File: src/rtl/bitserial_logic_unit.sv
// Bit-serial bitwise-logic unit.
// Takes an operand pair and an op code over a valid/ready request channel,
// evaluates the selected logic function one bit per cycle (LSB first) by
// shifting the operands right and the result in from the MSB side, then
// presents the full word on a valid/ready response channel.
// Handshake outputs are decoded from the registered state only, so there is
// no combinational path from any input to any output.
module bitserial_logic_unit #(
    parameter int WIDTH = 4,
    parameter int CNT_W = 8
) (
    input  logic             clk,
    input  logic             rst,
    input  logic             in_valid,
    output logic             in_ready,
    input  logic [WIDTH-1:0] a,
    input  logic [WIDTH-1:0] b,
    input  logic [1:0]       op,
    output logic             out_valid,
    input  logic             out_ready,
    output logic [WIDTH-1:0] result,
    output logic [CNT_W-1:0] op_count
);

    localparam int BIT_W = $clog2(WIDTH);
    localparam logic [BIT_W-1:0] LAST_BIT = BIT_W'(WIDTH - 1);

    localparam logic [1:0] S_IDLE = 2'd0;
    localparam logic [1:0] S_BUSY = 2'd1;
    localparam logic [1:0] S_DONE = 2'd2;

    localparam logic [1:0] OP_AND = 2'b00;
    localparam logic [1:0] OP_OR  = 2'b01;
    localparam logic [1:0] OP_XOR = 2'b10;

    logic [1:0]       state_q,    state_d;
    logic [WIDTH-1:0] a_q,        a_d;
    logic [WIDTH-1:0] b_q,        b_d;
    logic [1:0]       op_q,       op_d;
    logic [WIDTH-1:0] res_q,      res_d;
    logic [BIT_W-1:0] bit_cnt_q,  bit_cnt_d;
    logic [CNT_W-1:0] op_count_q, op_count_d;

    // Single-bit logic function selected by the latched op code.
    function automatic logic logic_bit(input logic [1:0] f, input logic x, input logic y);
        case (f)
            OP_AND:  logic_bit = x & y;
            OP_OR:   logic_bit = x | y;
            OP_XOR:  logic_bit = x ^ y;
            default: logic_bit = ~(x | y);
        endcase
    endfunction

    // Next-state: accept in IDLE, one bit per cycle in BUSY, hold until taken in DONE.
    always_comb begin
        state_d    = state_q;
        a_d        = a_q;
        b_d        = b_q;
        op_d       = op_q;
        res_d      = res_q;
        bit_cnt_d  = bit_cnt_q;
        op_count_d = op_count_q;
        case (state_q)
            S_IDLE: begin
                if (in_valid) begin
                    a_d       = a;
                    b_d       = b;
                    op_d      = op;
                    bit_cnt_d = '0;
                    state_d   = S_BUSY;
                end
            end
            S_BUSY: begin
                // The bit computed first ends up at position 0 after WIDTH shifts.
                res_d     = {logic_bit(op_q, a_q[0], b_q[0]), res_q[WIDTH-1:1]};
                a_d       = a_q >> 1;
                b_d       = b_q >> 1;
                bit_cnt_d = bit_cnt_q + 1'b1;
                if (bit_cnt_q == LAST_BIT) begin
                    state_d = S_DONE;
                end
            end
            S_DONE: begin
                if (out_ready) begin
                    state_d    = S_IDLE;
                    op_count_d = op_count_q + 1'b1;
                end
            end
            default: state_d = S_IDLE;
        endcase
    end

    // State and datapath registers; reset abandons any operation in flight.
    always_ff @(posedge clk or posedge rst) begin
        if (rst) begin
            state_q    <= S_IDLE;
            a_q        <= '0;
            b_q        <= '0;
            op_q       <= '0;
            res_q      <= '0;
            bit_cnt_q  <= '0;
            op_count_q <= '0;
        end else begin
            state_q    <= state_d;
            a_q        <= a_d;
            b_q        <= b_d;
            op_q       <= op_d;
            res_q      <= res_d;
            bit_cnt_q  <= bit_cnt_d;
            op_count_q <= op_count_d;
        end
    end

    assign in_ready  = (state_q == S_IDLE);
    assign out_valid = (state_q == S_DONE);
    assign result    = res_q;
    assign op_count  = op_count_q;

endmodule

File: config.mk
export PLATFORM = sky130hd
export DESIGN_NAME = bitserial_logic_unit
export DESIGN_NICKNAME = d
export VERILOG_FILES = /design/src/rtl/bitserial_logic_unit.sv
export SDC_FILE = /design/constraint.sdc
export NUM_CORES = 1
export LEC_CHECK = 0
export CELL_PAD_IN_SITES_DETAIL_PLACEMENT = 1
export CELL_PAD_IN_SITES_GLOBAL_PLACEMENT = 2
export CORE_ASPECT_RATIO = 1.25
export CORE_MARGIN = 8
export CORE_UTILIZATION = 25
export CTS_CLUSTER_SIZE = 14
export DETAILED_ROUTE_END_ITERATION = 12
export HOLD_SLACK_MARGIN = 0.12
export PLACE_DENSITY = 0.72
export SLEW_MARGIN = 20
export SYNTH_ARGS = -nofsm -noshare
export SYNTH_HDL_FRONTEND = slang
export SYNTH_SLANG_ARGS = --single-unit
File: constraint.sdc
create_clock -name clk -period 1.45 [get_ports clk]
set_clock_uncertainty 0.2 [all_clocks]
set_input_delay 0.145 -clock clk [delete_from_list [all_inputs] [get_ports clk]]
set_output_delay 0.145 -clock clk [all_outputs]
set_load 0.01 [all_outputs]
==> results.toml <==
[floorplanning]
initial_core_util_pct = 25.45
die_w_um = 79.62
core_um2 = 4971
area_of_the_die_um2 = 7606
io_pins = 28
std_cell_rows = 29
die_ht_um = 95.53

[grt]
grt_pass1_wl_um = 5651
grt_util_all_layers_pct = 9.414
grt_max_degree = 27
globalRouteOverflowTotal = 0
first_global_vias = 1180
antenna_violations_before_repair = 0

[critical_path]
worstSetupEndpointType = "flip-flop"
required_time_at_the_worst_slack_endpoint_ps = 1420
worst_path_largest_cell_delay_ps = 460
crit_type = "reg -> reg"
worst_r2r_path_depth = 3
critPathSlowestCell = "sky130_fd_sc_hd__dfrtp_2"
reg2reg_to = "result[0]"
crit_path_cell_trace = "buf_6 > and2b_4 > mux2_4"
worstPathMaxFanout = 6
rr_startpoint = "state_q[1]"
ff2ff_setup_slack_ps = -60
startpoint_types = "flip-flop"
worst-endpoint-arrival_ps = 1480

[layout]
most_common_cell_after_layout_fill_and_taps_aside = "sky130_fd_sc_hd__dfrtp_1"
areaGrowthSynthToFinish_pct = 53.02
proportion_of_layout_cells_with_a_drive_suffix_above_1_pct = 33.54
final_nets = 180
antenna-diode-count = 0
layoutNonFillerInstCount = 223
utilization_pct = 38.94
n_fill_cell = 560
layout_common_cells = "sky130_fd_sc_hd__dfrtp_1 (24), sky130_fd_sc_hd__buf_4 (17), sky130_fd_sc_hd__clkdlybuf4s50_1 (13)"

[synth]
synth_cells = 111
async_reset_ff_share_pct = 100.0
ys_seq_elements = 26
most_used_dff_post_synth = "sky130_fd_sc_hd__dfrtp_1"
synth.largest_area_cell = "sky130_fd_sc_hd__dfrtp_1"
synthesis.area_per_instance_um2 = 11.40
synth.cell_area_um2 = 1265
yosys.cell_types.count = 33
synth_enable_flop_cells = 0
ys.warnings.count = 0
syn-num-nets = 129
synth_seq_area_share_pct = 51.43
yosys.area.top_type_share_pct = 51.43
synth.top_cells.by_area = "sky130_fd_sc_hd__dfrtp_1 (51%), sky130_fd_sc_hd__mux2_2 (4.5%), sky130_fd_sc_hd__ha_1 (4.0%), sky130_fd_sc_hd__mux2_4 (3.6%), sky130_fd_sc_hd__nor2b_1 (3.5%)"

[timing]
setup_slack_ps = -60.99
fmaxAchievable_mhz = 661.8
transition_time_at_the_pin_with_the_least_slew_margin_ps = 344.6
report.final.slew_viol_count = 0
final_hold_viol_count = 0
fin_crit_ps = 1511
min_period_over_period_pct = 104.2
setup_total_negative_slack_ps = -249.2
grt_setup_unrepaired = "true"
finalSetupViolCount = 7
slew_headroom_pct = 77.03

[hold_path]
timing.hold.worst.class = "reg -> reg"
holdPathStages = 1
min_delay_worst_endpoint = "op_count[7]"
hp-start = "op_count[7]"

[placed_design]
port_buffers = 27
finalWeightedCongestion = 0.7261
estimated_wirelength_of_the_detail_placed_design_um = 2451
numPlacedInstances = 208

[clock_network]
clk_path_buf_depth = 2
ctsHtreeMaxLevel = 1
clock_sink_count = 26
clk_latency_ps = 270
cts_tree = "built"
clkSlewWorstSetupHoldPaths_ps = 100
cts-buffers-inserted = 3
cts_root_buf = "sky130_fd_sc_hd__clkbuf_8"

[run_status]
violations = "negative setup slack"
result_of_the_run = "finished, violations left"

[drt]
routedWlPerCell_um = 15.39
detail_route.vias_per_cell = 4.664
first_iter_violations = 13
drt_drc_violations_left = 0
dr.pass1.iters = 2
dr_total_vias = 1040
route.final.wire_length_um = 3433
drtAntennaViolNets = 0

[power]
sw_power_w = 0.001201
sequentialPowerShare_pct = 34.3
ir_drop_v = 0.0006305
switching_share_pct = 33.68
clkPwrFrac_pct = 16.9
internal_w = 0.002365
total_leakage_power_nw = 0.9197
combinationalPowerShare_pct = 48.7
cellPowerDensity_nw_per_um2 = 1842
power.total_w = 0.003565

[run]
cap_viol_max_count = 0
==> sequential cells by signal, indices dropped and copies added (netlist names) <==
| name | cells |
|---|---|
| op_count | 8 |
| a_q | 4 |
| b_q | 4 |
| result | 4 |
| bit_cnt_q | 2 |
| op_q | 2 |
| state_q | 2 |
==> metal layers <==
| layer | share of wire (%) | vias up | GRT usage [%] |
|---|---|---|---|
| li1 | - | 491 | - |
| met1 | 41 | 519 | 9.582 |
| met2 | 53 | 26 | 18.11 |
| met3 | 5.7 | 4 | 2.453 |
| met4 | 0.84 | 0 | 2.786 |
| met5 | 0 | - | 0 |
==> Yosys cell counts, drive strengths merged, types with 2 or more instances <==
cell     instances
ha               4
inv              5
nor2b            8
nand3            2
a22oi            5
and2b            2
mux2             8
a22o             2
nand2            6
dfrtp           26
a21oi            6
nor2             5
o21ai            8
xnor2            5
buf              3
a2bb2oi          2
clkbuf           2
xor2             2
==> timing repair <==
action	in CTS	in global routing
cloned	1	0
setup endpoints to repair	33	24
buffers inserted	7	4
hold endpoints to repair	26	0
resized for setup	32	19
hold buffers	1	0
pin swaps	4	7
==> power by group through the flow <==
stage          logic (W)  registers, W  clock network (W)
2_1_floorplan   0.000817       0.00121                  0
3_3_place_gp     0.00135       0.00120                  0
4_1_cts          0.00157       0.00119           0.000626
5_1_grt          0.00191       0.00127           0.000659
6_report         0.00174       0.00122           0.000603
3_5_place_dp     0.00142       0.00122                  0
==> critical path: cells and delay by family (launching register included) <==
family / cells / cell delay [ps]
and+or+nand+nor: 1 / 310
muxes: 1 / 310
DFF: 1 / 460
buffers and inverters: 1 / 130
==> logic make-up (layout without fill, tap and decap cells) <==
family / Yosys count / after routing / synth area share, %
adder cells (fa/ha/maj): 4 / 4 / 3.957
flip-flops: 26 / 26 / 51.43
buffers and inverters: 10 / 60 / 3.759
AND/OR/NAND/NOR: 29 / 29 / 14.15
AO/OA/AOI/OAI: 26 / 26 / 13.06
multiplexers: 9 / 9 / 8.803
XOR/XNOR: 7 / 7 / 4.847
==> metrics by stage <==
stage                     cell area [um^2]  hold slack [ps]  setup WS, ps
after global placement                1682            263.3        -173.5
final                                 1936            269.1        -60.99
after global routing                  1936            299.6        -79.55
after detailed placement              1682            272.3        -175.7
after CTS                             1831            286.1        -70.34
after floorplan                       1265           -14.98         6.215
==> how the worst max path moves through the flow <==
stage	to	startpoint	slack (ps)
6_report	result[0]	state_q[1]	-60
5_1_grt	op_count[4]	op_count[0]	-80
4_1_cts	result[2]	state_q[1]	-70
3_5_place_dp	op_q[1]	in_valid	-180
3_3_place_gp	op_q[1]	in_valid	-170
2_1_floorplan	op_q[0]	state_q[1]	6
==> final cells by class <==
class                      instances  area, um^2  share of cell area, %
clock buffer                       3       41.29                  2.133
timing repair buffer              51       462.9                  23.92
sequential                        26       653.1                  33.74
tap                               62       77.57                  4.008
multi-input combinational         75       651.9                  33.68
inverter                           5       18.77                 0.9696
clock inverter                     1       30.03                  1.551
No activity file was read; power rests on OpenSTA's default activity.
